**src/rtl/alu_op_sequencer_pkg.sv**
```systemverilog
`default_nettype none
// ============================================================================
//  Module      : alu_op_sequencer_pkg
//  Description : Shared widths, state encoding and result record for the
//                ALU operation sequencer.
//  Revision    : 1.0 - initial release
// ============================================================================
package alu_op_sequencer_pkg;

    localparam int DATA_W = 8;
    localparam int OP_W   = 4;
    localparam int RES_W  = 16;
    localparam int CNT_W  = 4;

    localparam logic [OP_W-1:0] LAST_OP = 4'hF;

    typedef enum logic [1:0] {
        ST_IDLE   = 2'd0,
        ST_SETTLE = 2'd1,
        ST_HOLD   = 2'd2
    } state_e;

    typedef struct packed {
        logic [RES_W-1:0] data;
        logic             carry;
        logic             zero;
        logic [OP_W-1:0]  op;
    } result_t;

endpackage : alu_op_sequencer_pkg
`default_nettype wire

```
**src/rtl/alu_op_sequencer.sv**
```systemverilog
`default_nettype none
// ============================================================================
//  Module      : alu_op_sequencer
//  Description : Drives operands/opcode into an external ALU, waits a fixed
//                settle time and returns the result (single op or 0..15 sweep).
//  Revision    : 1.0 - initial release
// ============================================================================
module alu_op_sequencer
    import alu_op_sequencer_pkg::*;
#(
    parameter int SETTLE_CYCLES = 1
) (
    input  logic              clk,
    input  logic              reset,
    input  logic              cmd_valid,
    output logic              cmd_ready,
    input  logic [DATA_W-1:0] cmd_a,
    input  logic [DATA_W-1:0] cmd_b,
    input  logic [OP_W-1:0]   cmd_op,
    input  logic              cmd_sweep,
    output logic [DATA_W-1:0] alu_a,
    output logic [DATA_W-1:0] alu_b,
    output logic [OP_W-1:0]   alu_opcode,
    input  logic [RES_W-1:0]  alu_out,
    input  logic              alu_carry,
    input  logic              alu_zero,
    output logic              res_valid,
    input  logic              res_ready,
    output logic [RES_W-1:0]  res_data,
    output logic              res_carry,
    output logic              res_zero,
    output logic [OP_W-1:0]   res_op,
    output logic              res_last,
    output logic              busy
);

    // SETTLE_CYCLES is expected in 1..15 so the terminal count fits CNT_W.
    localparam logic [CNT_W-1:0] C_CNT_LAST = CNT_W'(SETTLE_CYCLES - 1);

    state_e              r_state_q,  w_state_d;
    logic [CNT_W-1:0]    r_cnt_q,    w_cnt_d;
    logic                r_sweep_q,  w_sweep_d;
    logic [DATA_W-1:0]   r_alu_a_q,  w_alu_a_d;
    logic [DATA_W-1:0]   r_alu_b_q,  w_alu_b_d;
    logic [OP_W-1:0]     r_opcode_q, w_opcode_d;
    result_t             r_res_q,    w_res_d;

    always_comb begin
        w_state_d  = r_state_q;
        w_cnt_d    = r_cnt_q;
        w_sweep_d  = r_sweep_q;
        w_alu_a_d  = r_alu_a_q;
        w_alu_b_d  = r_alu_b_q;
        w_opcode_d = r_opcode_q;
        w_res_d    = r_res_q;

        case (r_state_q)
            ST_IDLE: begin
                if (cmd_valid) begin
                    w_alu_a_d  = cmd_a;
                    w_alu_b_d  = cmd_b;
                    w_opcode_d = cmd_sweep ? '0 : cmd_op;
                    w_sweep_d  = cmd_sweep;
                    w_cnt_d    = '0;
                    w_state_d  = ST_SETTLE;
                end
            end
            ST_SETTLE: begin
                w_cnt_d = r_cnt_q + 1'b1;
                if (r_cnt_q == C_CNT_LAST) begin
                    w_res_d.data  = alu_out;
                    w_res_d.carry = alu_carry;
                    w_res_d.zero  = alu_zero;
                    w_res_d.op    = r_opcode_q;
                    w_state_d     = ST_HOLD;
                end
            end
            ST_HOLD: begin
                if (res_ready) begin
                    // Sweep steps up to LAST_OP and then stops; it never wraps.
                    if (r_sweep_q && (r_opcode_q != LAST_OP)) begin
                        w_opcode_d = r_opcode_q + 1'b1;
                        w_cnt_d    = '0;
                        w_state_d  = ST_SETTLE;
                    end else begin
                        w_state_d  = ST_IDLE;
                    end
                end
            end
            default: begin
                w_state_d = ST_IDLE;
            end
        endcase
    end

    always_ff @(posedge clk or posedge reset) begin
        if (reset) begin
            r_state_q  <= ST_IDLE;
            r_cnt_q    <= '0;
            r_sweep_q  <= 1'b0;
            r_alu_a_q  <= '0;
            r_alu_b_q  <= '0;
            r_opcode_q <= '0;
            r_res_q    <= '0;
        end else begin
            r_state_q  <= w_state_d;
            r_cnt_q    <= w_cnt_d;
            r_sweep_q  <= w_sweep_d;
            r_alu_a_q  <= w_alu_a_d;
            r_alu_b_q  <= w_alu_b_d;
            r_opcode_q <= w_opcode_d;
            r_res_q    <= w_res_d;
        end
    end

    // cmd_ready is masked by reset so it reads 0 while reset is held.
    assign cmd_ready  = (r_state_q == ST_IDLE) && !reset;
    assign busy       = (r_state_q != ST_IDLE);
    assign res_valid  = (r_state_q == ST_HOLD);
    assign res_last   = res_valid && (!r_sweep_q || (r_res_q.op == LAST_OP));

    assign alu_a      = r_alu_a_q;
    assign alu_b      = r_alu_b_q;
    assign alu_opcode = r_opcode_q;
    assign res_data   = r_res_q.data;
    assign res_carry  = r_res_q.carry;
    assign res_zero   = r_res_q.zero;
    assign res_op     = r_res_q.op;

endmodule : alu_op_sequencer
`default_nettype wire
```
**config.mk**
```make
export PLATFORM = sky130hd
export DESIGN_NAME = alu_op_sequencer
export DESIGN_NICKNAME = d
export VERILOG_FILES = /design/src/rtl/alu_op_sequencer_pkg.sv /design/src/rtl/alu_op_sequencer.sv
export SDC_FILE = /design/constraint.sdc
export NUM_CORES = 1
export LEC_CHECK = 0
export CAP_MARGIN = 20
export CORE_MARGIN = 8
export CORE_UTILIZATION = 35
export DETAILED_ROUTE_END_ITERATION = 12
export GPL_TIMING_DRIVEN = 0
export PLACE_DENSITY = 0.74
export SYNTH_ARGS = -nofsm -noshare
export SYNTH_HDL_FRONTEND = slang
export SYNTH_SLANG_ARGS = --single-unit
export TNS_END_PERCENT = 20
```
**constraint.sdc**
```tcl
create_clock -name clk -period 2.23 [get_ports clk]
set_clock_uncertainty 0.2 [all_clocks]
set_input_delay 0.446 -clock clk [delete_from_list [all_inputs] [get_ports clk]]
set_output_delay 0.446 -clock clk [all_outputs]
set_load 0.01 [all_outputs]
```
==> summary.md, run 1 <==
| Metric | Value |
|---|---|
| DP Worst Slack | `-0.00794 ns` |
| Grt total ovfl | `0` |
| Worst setup margin | `0.106 ns` |
| Most instantiated cells after synthesis | `dfrtp_1 (49), mux2_2 (30), inv_1 (9)` |
| IO Port Bufs | `88` |
| EDFF count, synth | `0` |
| Sw Ratio | `0.330` |
| Root buffer cell | `clkbuf_8` |
| Initial antenna violation count | `0` |
| Starting density of the core | `0.356` |
| Sequential area share after synthesis | `0.588` |
| Top delay family on crit path | `flip-flops` |
| CTS tree | `done` |
| Syn Area/Cell | `between 10 and 15 um2` |
| CP cell instances | `or2_1 > buf_2 > nor2_1 > dlygate4sd2_1` |
| CTS Buffer Depth | `2` |
| Final instance area | `0.00317 mm2` |
| Seq cells post-synth | `between 40 and 50` |
| RePlAce Congestion | `0.727` |
| Power Density | `1360 mW/mm2` |
| Total die area | `0.00868 mm2` |
| P_sw | `0.00142 W` |
| Combinational power share | `0.497` |
| Post-synth ARST share | `1.00` |
| FILL cells | `503` |
| Placed cell area | `about 0.0031 mm2` |
| Ant. Diodes | `0` |
| Largest net degree at the start of global routing | `37` |
| Setup Fix Bufs, Post-CTS | `0` |
| # hold bufs at CTS | `0` |
| # IOs | `89` |
| Die width | `just over 90 um` |
| Top-count cell post-synth | `dfrtp_1` |
| RSZ-0062 raised after global routing | `false` |
| Global-route wire length before repair | `8220 um` |
| TritonRoute pass-1 iters | `4` |
| Top post-synthesis cells by area | `dfrtp_1 (59%), mux2_2 (16%), mux2_1 (4.3%)` |
| Share of post-route cells with drive strength above 1 | `0.214` |
| Peak VDD IR | `between 600 and 700 uV` |
| Crit end category | `output port` |
| Crit Path Max Fanout | `6` |
| CP Launch Type | `flop` |
| CP required | `1.58 ns` |
| Sink Count | `49` |
| Worst path slowest cell | `dfrtp_2` |
| Initial DRC count | `88` |
| Crit path time final | `2.12 ns` |
| Leak Pwr | `roughly 1.4 nW` |
| Num CTS Buffers | `5` |
| Netlist Area Pre-Place | `0.00208 mm2` |
| Final setup fails | `0` |
| Cell variety after synth | `35` |
| WL/cell | `15.4 um` |
| Cells after synthesis | `155` |
| Max Cap Viol | `0` |
| Clock H-tree levels | `2` |
| Area Overhead vs Synth | `52.1%` |
| Vias per Instance | `roughly 4.7` |
| Post-cts sizing count | `6` |
| Synth Warn # | `0` |
| Leading area contributor after synthesis | `dfrtp_1` |
| Worst path buffer plus inverter count | `2` |
| Clock Power Share | `0.133` |
| Core area | `~0.0059 mm2` |
| Clock Latency Late Sink | `0.30 ns` |
| Final worst-path cycle share | `0.953` |
| Via count | `1533` |
| Cell Int Power | `0.00289 W` |
| Crit Path Class | `reg2out` |
| Reg clk slew, reported paths | `0.09 ns` |
| GRT Total Usage | `0.120` |
| Slew Limit Headroom | `0.639` |
| Slew Viols, Final | `0` |
| Hold WC Path Type | `in2async` |
| Final WL | `5050 um` |
| Register share of total power | `0.370` |
| DRT antenna net count | `0` |
| Status | `completed` |
| Final hold violation count | `0` |
| Ys flop type | `dfrtp_1` |
| Synthesized Nets | `201` |
| Crit-path max cell delay | `0.45 ns` |
| Detail Placement HPWL | `3890 um` |
| Site row count | `28` |
| Final #Nets | `297` |
| Die height | `between 90 and 100 um` |
| WP data arrival | `between 1 and 1.5 ns` |
| Yosys top cell area share | `0.588` |
| Hold WS | `0.260 ns` |
| Achievable frequency | `between 0.4 and 0.5 GHz` |
| Worst slew pin tran | `roughly 0.54 ns` |
| # DRC | `0` |
| Vias in the first global route | `1609` |
-- area by class of cell --
type                    instances  area (um2)  share of cell area
inverters                       9        33.8              0.0107
flip-flops and latches         49        1230               0.387
repair buffers                 89         888               0.280
clock inverters                 1        5.00             0.00158
clock buffers                   7        96.3              0.0304
well taps                      75        93.8              0.0296
multi-input cells              91         787               0.248
plain buffers                   6        38.8              0.0122
-- power groups by stage --
| stage | Clock, W | Sequential, W | Combinational [W] |
|---|---|---|---|
| 2_1_floorplan | 0 | 0.00177 | 0.000888 |
| 3_3_place_gp | 0 | 0.00159 | 0.00217 |
| 3_5_place_dp | 0 | 0.00161 | 0.00220 |
| 4_1_cts | 0.000590 | 0.00160 | 0.00219 |
| 5_1_grt | 0.000624 | 0.00166 | 0.00233 |
| 6_report | 0.000574 | 0.00159 | 0.00214 |
-- path summary, 6_finish.rpt --
check	depth (start not counted)	slack [ns]	from	end
worst max-delay path	4	0.11	r_state_q[0]	cmd_ready
worst min-delay path	2	0.26	reset	res_data[1]
max in group asynchronous	3	1.07	reset	r_state_q[0]
worst min register to register	1	0.29	alu_b[2]	alu_b[2]
worst max register to register	5	0.17	alu_opcode[0]	alu_opcode[0]
min in group clk	1	0.29	alu_b[2]	alu_b[2]
-- worst reg2reg max path, cell delays in order (launching register included) --
cell	delay, ns
dfrtp_1	0.46
ha_1	0.26
and4_4	0.21
a2111oi_4	0.51
o21ai_1	0.13
a22o_1	0.20
-- registers in the layout (all words and copies together), names as in the netlist --
| signal | cells |
|---|---|
| alu_b | 8 |
| alu_a | 8 |
| res_carry | 1 |
| res_data | 16 |
| r_state_q | 2 |
| r_cnt_q | 4 |
| res_zero | 1 |
| alu_opcode | 4 |
| res_op | 4 |
| r_sweep_q | 1 |
-- kinds of logic after synthesis --
logic type	Yosys count	synth area share
compound gates	24	0.0792
fa+ha+maj	3	0.0180
buf+inv	15	0.0342
simple gates	25	0.0702
mux	39	0.210
flops	49	0.588
-- layout by cell type (no fill, tap or decap), drive strengths merged, types with 2 or more instances in the layout --
| master | instances |
|---|---|
| clkdlybuf4s50 | 84 |
| dfrtp | 49 |
| mux2 | 38 |
| clkbuf | 10 |
| inv | 9 |
| a21oi | 7 |
| o21ai | 7 |
| nand2 | 7 |
| buf | 6 |
| nand3 | 4 |
| a31oi | 3 |
| ha | 3 |
| nor2 | 3 |
| a22o | 2 |
| nand2b | 2 |
| dlygate4sd2 | 2 |
-- metrics by stage --
stage | util | cells | TNS [ns] | total power (W)
CTS | 0.543 | 327 | 0 | 0.00438
detailed placement | 0.526 | 319 | -0.0291 | 0.00381
floorplan | - | 155 | 0 | 0.00265
global route | 0.542 | 327 | 0 | 0.00461
global placement | 0.523 | 318 | -32.23 | 0.00376
finish | 0.542 | 327 | 0 | 0.00431
-- layer usage --
metal / global-route usage / up-vias / part of all wire
met2: 0.183 / 47 / 0.47
met5: 0 / - / 0
met4: 0.0362 / 0 / 0.013
met3: 0.0593 / 8 / 0.091
met1: 0.147 / 742 / 0.42
li1: - / 736 / -
Power figures use the tool's default switching activity.
==> inputs of run 2 (changes only) <==
--- a/config.mk
+++ b/config.mk
@@ -8,9 +8,10 @@
 export CAP_MARGIN = 20
 export CORE_MARGIN = 8
 export CORE_UTILIZATION = 35
+export CTS_BUF_LIST = sky130_fd_sc_hd__clkbuf_16
 export DETAILED_ROUTE_END_ITERATION = 12
 export GPL_TIMING_DRIVEN = 0
-export PLACE_DENSITY = 0.74
+export PLACE_DENSITY = 0.77
 export SYNTH_ARGS = -nofsm -noshare
 export SYNTH_HDL_FRONTEND = slang
 export SYNTH_SLANG_ARGS = --single-unit
==> constraint.sdc (replaced) <==
create_clock -name clk -period 1.8 [get_ports clk]
set_clock_uncertainty 0.2 [all_clocks]
set_input_delay 0.36 -clock clk [delete_from_list [all_inputs] [get_ports clk]]
set_output_delay 0.36 -clock clk [all_outputs]
set_load 0.01 [all_outputs]
==> run 2 against run 1 <==
  * The flow now finishes with violations (setup timing)
  * Critical path type unchanged
  * Clock power increased by 81%
  * Routed wire length increased by 13%
  * Highest routed layer unchanged
  * Critical endpoint is now res_last
  * Final cell count increased by 3.4%
  * Flip-flop and latch count unchanged
  * Core utilization increased by 4.2 points
  * Via count increased by 6.8%
  * Die area unchanged
==> summary.md, run 2 (synthesis results as in run 1) <==
| Metric | Value |
|---|---|
| RSZ-0062 raised after global routing | `true` |
| Hold WC Path Type | `in2async` |
| Worst slew pin tran | `0.416 ns (-0.126 ns)` |
| Placed cell area | `0.00306 mm2 (-0.49%)` |
| Failing checks | `setup timing` |
| Crit-path max cell delay | `0.42 ns (-0.03 ns)` |
| Die height | `93.2 um (unchanged)` |
| Uppermost layer routed | `met4` |
| Power Density | `1780 mW/mm2 (+31%)` |
| Most common cell after layout, fill and taps aside | `clkdlybuf4s50_1` |
| Crit Path Class | `reg2out` |
| # DRC | `0 (unchanged)` |
| Clock Latency Late Sink | `0.29 ns (about the same)` |
| Slew Limit Headroom | `0.721 (+0.0827)` |
| Worst Setup SP | `r_state_q[0]` |
| Sink Count | `49 (unchanged)` |
| R2R Setup Slk | `0.02 ns (-0.15 ns)` |
| Initial antenna violation count | `0 (unchanged)` |
| CTS tree | `done` |
| Site row count | `28 (unchanged)` |
| Crit path time final | `1.80 ns` |
| WP data arrival | `1.24 ns (-0.24 ns)` |
| RePlAce Congestion | `0.738 (+1.6%)` |
| CTS Buffer Depth | `2 (unchanged)` |
| CP cell instances | `or2b_4 > a21oi_2 > buf_2` |
| Final worst-path cycle share | `1.00` |
| Met3 routed WL | `542 um (+18%)` |
| Total die area | `0.00868 mm2 (unchanged)` |
| Worst path buffer plus inverter count | `1 (-1)` |
| Ant. Diodes | `0 (unchanged)` |
| Detail Placement HPWL | `3970 um (+1.9%)` |
| FILL cells | `465 (-7.6%)` |
| WL met1 | `2170 um (+1.9%)` |
| Largest net degree at the start of global routing | `50 (+35%)` |
| # IOs | `89 (unchanged)` |
| Leak Pwr | `1.53 nW (+13%)` |
| Final #Nets | `308 (+3.7%)` |
| Max Cap Viol | `0 (unchanged)` |
| Crit Path Max Fanout | `8 (+2)` |
| IO Port Bufs | `88 (unchanged)` |
| Starting density of the core | `0.356 (unchanged)` |
| GRT Total Usage | `0.129 (+0.00878)` |
| Final WL | `5720 um (+13%)` |
| Top delay family on crit path | `flip-flops` |
| Detailed-routed wire length on met2 | `2940 um (+23%)` |
| Crit end category | `output port` |
| DP Worst Slack | `-0.398 ns (-0.390 ns)` |
| Share of post-route cells with drive strength above 1 | `0.281 (+0.0671)` |
| Grt total ovfl | `0 (unchanged)` |
| Slew Viols, Final | `0 (unchanged)` |
| Vias in the first global route | `1703 (+5.8%)` |
| Fin util | `0.584 (+0.0419)` |
| Status | `finished, violations left` |
| Reg clk slew, reported paths | `0.07 ns (-0.02 ns)` |
| Global-route wire length before repair | `8800 um (+7.1%)` |
| Via count | `1638 (+6.8%)` |
| Root buffer cell | `clkbuf_16` |
| Final setup fails | `1 (+1)` |
| Initial DRC count | `81 (-8.0%)` |
| Area Overhead vs Synth | `63.9%` |
| Worst path slowest cell | `dfrtp_2` |
| CP Launch Type | `flop` |
| Most frequent cells in the layout | `clkdlybuf4s50_1 (75), dfrtp_1 (45), mux2_2 (30), buf_4 (13), inv_1 (9)` |
| Peak VDD IR | `841 uV (+20%)` |
| Num CTS Buffers | `5 (unchanged)` |
| TritonRoute pass-1 iters | `4 (unchanged)` |
| DRT antenna net count | `0 (unchanged)` |
| Flip-flop count of the largest register after layout | `16 (unchanged)` |
| Clock H-tree levels | `2 (unchanged)` |
| Worst setup margin | `-0.00432 ns (-0.110 ns)` |
| Die width | `93.2 um (unchanged)` |
| Vias per Instance | `4.85 (+3.4%)` |
| WL/cell | `16.9 um (+9.6%)` |
| Achievable frequency | `about 0.55 GHz` |
| CP required | `1.24 ns (-0.34 ns)` |
| Final hold violation count | `0 (unchanged)` |
| Footprint of the multi-input gates | `831 um2 (+5.6%)` |
| Register area | `0.00123 mm2 (+0.31%)` |
| Reg2reg start | `alu_opcode[0]` |
| Final instance area | `0.00342 mm2 (+7.7%)` |
| Core area | `0.00585 mm2 (unchanged)` |
-- run 2: worst paths after layout --
| path | cells after the start | endpoint |
|---|---|---|
| worst max-delay path | 3 | res_last |
| worst min-delay path | 2 | res_data[9] |
| worst max register to register | 5 | r_cnt_q[0] |
| worst min register to register | 1 | alu_b[4] |
| max in group asynchronous | 3 | r_state_q[0] |
| min in group clk | 1 | alu_b[4] |
-- run 2: worst reg2reg max path: cells and delay by family, from the launching register on --
family	cells	cell delay, ns
DFF	1	0.44
AOI/OAI and AO/OA	2	0.33
muxes	1	0.31
and+or+nand+nor	1	0.20
adders and majority gates	1	0.17
-- run 2: power by group --
part | total [W] | switching [W] | leakage (nW) | internal [W]
clock network | 0.00104 | 0.000390 | 0.0850 | 0.000648
logic | 0.00305 | 0.00122 | 0.869 | 0.00183
registers | 0.00198 | 0.000330 | 0.580 | 0.00165
total | 0.00607 | 0.00194 | 1.53 | 0.00413
-- run 2: layout make-up --
class,count,area share
buffer,4,0.0143
clock buffer,5,0.0366
clock inverter,3,0.0114
inverter,9,0.0110
multi-input combinational,91,0.243
sequential,49,0.360
tap,75,0.0275
timing repair buffer,102,0.296
-- run 2: repair_timing --
item | 4_1_cts | 5_1_grt
setup buffers | 8 | 4
cloned | 0 | 1
endpoints found under the setup margin | 46 | 34
resized for setup | 31 | 12
hold buffers | 0 | 0
pin swaps | 2 | 4
-- run 2: metrics by stage --
stage | total power, W | hold WS (ns) | std cells | TNS (ns)
floorplan | 0.00329 | 0.196 | 155 | -0.0374
global placement | 0.00465 | 0.268 | 318 | -10.46
detailed placement | 0.00473 | 0.275 | 318 | -11.84
CTS | 0.00593 | 0.290 | 332 | -0.0782
global route | 0.00643 | 0.282 | 338 | -0.922
finish | 0.00607 | 0.247 | 338 | -0.00432
-- run 2: routing by layer --
metal / vias to the layer above / GRT usage
met5: - / 0
met4: 0 / 0.0403
met3: 6 / 0.0593
met2: 70 / 0.211
met1: 805 / 0.147
li1: 757 / -
==> inputs of run 3 (changes only) <==
--- a/config.mk
+++ b/config.mk
@@ -7,11 +7,11 @@
 export LEC_CHECK = 0
 export CAP_MARGIN = 20
 export CORE_MARGIN = 8
-export CORE_UTILIZATION = 35
+export CORE_UTILIZATION = 38
 export CTS_BUF_LIST = sky130_fd_sc_hd__clkbuf_16
 export DETAILED_ROUTE_END_ITERATION = 12
 export GPL_TIMING_DRIVEN = 0
-export PLACE_DENSITY = 0.77
+export PLACE_DENSITY = 0.85
 export SYNTH_ARGS = -nofsm -noshare
 export SYNTH_HDL_FRONTEND = slang
 export SYNTH_SLANG_ARGS = --single-unit
==> run 3 against run 2 <==
  * The run now ends clean
  * Total power down 4.9%
  * Count of clock-buffer cells in the layout unchanged
  * Combinational power down 4%
  * Maximum frequency up 1.7%
  * Core utilization up 3.5 points
  * Critical path type unchanged
  * Highest routed layer unchanged
==> summary.md, run 3 (synthesis results as in run 1) <==
| Metric | Value |
|---|---|
| Status | `completed` |
| CP required | `1.24 ns (about the same)` |
| # DRC | `0 (unchanged)` |
| Register area | `0.00123 mm2 (unchanged)` |
| Slew Limit Headroom | `0.628 (-0.0934)` |
| Site row count | `27 (-3.6%)` |
| Worst slew pin tran | `0.557 ns (+0.141 ns)` |
| Hold WS | `0.283 ns (+0.0363 ns)` |
| Final setup fails | `0 (-1)` |
| Footprint of the multi-input gates | `826 um2 (-0.60%)` |
| Via count | `1582 (-3.4%)` |
| Grt total ovfl | `0 (unchanged)` |
| DRT antenna net count | `0 (unchanged)` |
| Global-route wire length before repair | `8890 um (+1.0%)` |
| Final WL | `5420 um (-5.2%)` |
| IO Port Bufs | `88 (unchanged)` |
| Die height | `90.1 um (-3.3%)` |
| Vias in the first global route | `1763 (+3.5%)` |
| Final instance area | `0.00335 mm2 (-2.0%)` |
| CP Launch Type | `flop` |
| Initial antenna violation count | `0 (unchanged)` |
| Most common cell after layout, fill and taps aside | `clkdlybuf4s50_1` |
| Crit Path Max Fanout | `3 (-5)` |
| RSZ-0062 raised after global routing | `true` |
| Worst path slowest cell | `dfrtp_2` |
| Largest net degree at the start of global routing | `50 (unchanged)` |
| WP data arrival | `1.21 ns (-0.03 ns)` |
| RePlAce Congestion | `0.785 (+6.3%)` |
| Sink Count | `49 (unchanged)` |
| Core area | `0.00541 mm2 (-7.6%)` |
| Crit Path Class | `reg2out` |
| Vias per Instance | `4.72 (-2.6%)` |
| Die width | `90.1 um (-3.3%)` |
| PnR Total Power | `0.00577 W (-4.9%)` |
| WL/cell | `16.2 um (-4.4%)` |
| Detail Placement HPWL | `4040 um (+1.9%)` |
| FILL cells | `455 (-2.2%)` |
| Power Density | `1730 mW/mm2 (-3.0%)` |
| GRT Total Usage | `0.133 (+0.00430)` |
| Reg clk slew, reported paths | `0.06 ns (about the same)` |
| Starting density of the core | `0.386 (+0.0294)` |
| Area Overhead vs Synth | `60.6%` |
| Hold WC Path Type | `reg2reg` |
| Crit-path max cell delay | `0.42 ns (about the same)` |
| Ant. Diodes | `0 (unchanged)` |
| Initial DRC count | `30 (-63%)` |
| Placed cell area | `0.00306 mm2 (-0.12%)` |
| CTS tree | `done` |
| Leak Pwr | `1.48 nW (-3.8%)` |
| Clock H-tree levels | `2 (unchanged)` |
| TritonRoute pass-1 iters | `2 (-2)` |
| Root buffer cell | `clkbuf_16` |
| # IOs | `89 (unchanged)` |
| Final #Nets | `309 (+0.32%)` |
| Num CTS Buffers | `5 (unchanged)` |
| Peak VDD IR | `832 uV (-1.0%)` |
| Flip-flop count of the largest register after layout | `16 (unchanged)` |
| Most frequent cells in the layout | `clkdlybuf4s50_1 (77), dfrtp_1 (45), mux2_2 (30), buf_4 (15)` |
| Share of post-route cells with drive strength above 1 | `0.281 (unchanged)` |
| Final worst-path cycle share | `0.986 (-0.0164)` |
| Crit end category | `output port` |
| Achievable frequency | `0.563 GHz (+1.7%)` |
| Max Cap Viol | `0 (unchanged)` |
| Crit path time final | `1.77 ns (-0.0296 ns)` |
| Clock Latency Late Sink | `0.28 ns (about the same)` |
| CP cell instances | `or2b_4 > a21oi_2 > buf_2` |
| CTS Buffer Depth | `2 (unchanged)` |
| Slew Viols, Final | `0 (unchanged)` |
| Final hold violation count | `0 (unchanged)` |
| Total die area | `0.00811 mm2 (-6.6%)` |
## run 3: what timing repair did
| item | CTS | global route |
|---|---|---|
| cloned | 0 | 0 |
| hold buffers | 0 | 0 |
| endpoints found under the setup margin | 41 | 31 |
| buffers inserted | 5 | 9 |
| pin swaps | 3 | 3 |
| resized for setup | 31 | 8 |
## run 3: final timing paths
check,slack [ns],cells after the start,start,endpoint
worst max-delay path,0.03,3,r_state_q[0],res_last
worst min-delay path,0.28,1,alu_b[7],alu_b[7]
worst max register to register,0.09,6,r_cnt_q[0],res_op[0]
worst min register to register,0.28,1,alu_b[7],alu_b[7]
max in group asynchronous,0.57,3,reset,r_state_q[0]
min in group asynchronous,0.31,2,reset,r_cnt_q[2]
## run 3: through the flow
stage               setup slack (ns)  TNS, ns  cells  utilization
CTS                          -0.0351  -0.0713    325        0.600
floorplan                    -0.0124  -0.0374    155            -
detailed placement            -0.401   -11.25    315        0.566
global route                 -0.0325   -0.137    335        0.619
global placement              -0.356    -9.88    315        0.566
finish                        0.0252        0    335        0.619
## run 3: report_power, final
| part | internal, W | leakage [nW] | switching [W] | total, W |
|---|---|---|---|---|
| Sequential | 0.00165 | 0.580 | 0.000327 | 0.00198 |
| Clock | 0.000497 | 0.0685 | 0.000364 | 0.000861 |
| Combinational | 0.00177 | 0.827 | 0.00116 | 0.00293 |
| Total | 0.00392 | 1.48 | 0.00185 | 0.00577 |
## run 3: final cells by class
| cell class | count | area share |
|---|---|---|
| tap | 72 | 0.0269 |
| sequential | 49 | 0.368 |
| inverter | 9 | 0.0112 |
| clock inverter | 2 | 0.00224 |
| buffer | 4 | 0.0135 |
| multi-input combinational | 91 | 0.247 |
| clock buffer | 5 | 0.0374 |
| timing repair buffer | 103 | 0.294 |
## run 3: metal layers
layer  vias up  share of wire  routed length, um  track usage
li1        761              -                  -            -
met1       778           0.39               2110        0.142
met2        38           0.54               2920        0.244
met3         5          0.063                340       0.0449
met4         0          0.010                 56       0.0374
met5         -              0                  0            0
## run 3: critical path: cells and delay by family, from the launching register on
family	cells	cell delay, ns
and+or+nand+nor	1	0.28
buffers and inverters	1	0.14
AOI/OAI and AO/OA	1	0.10
DFF	1	0.42
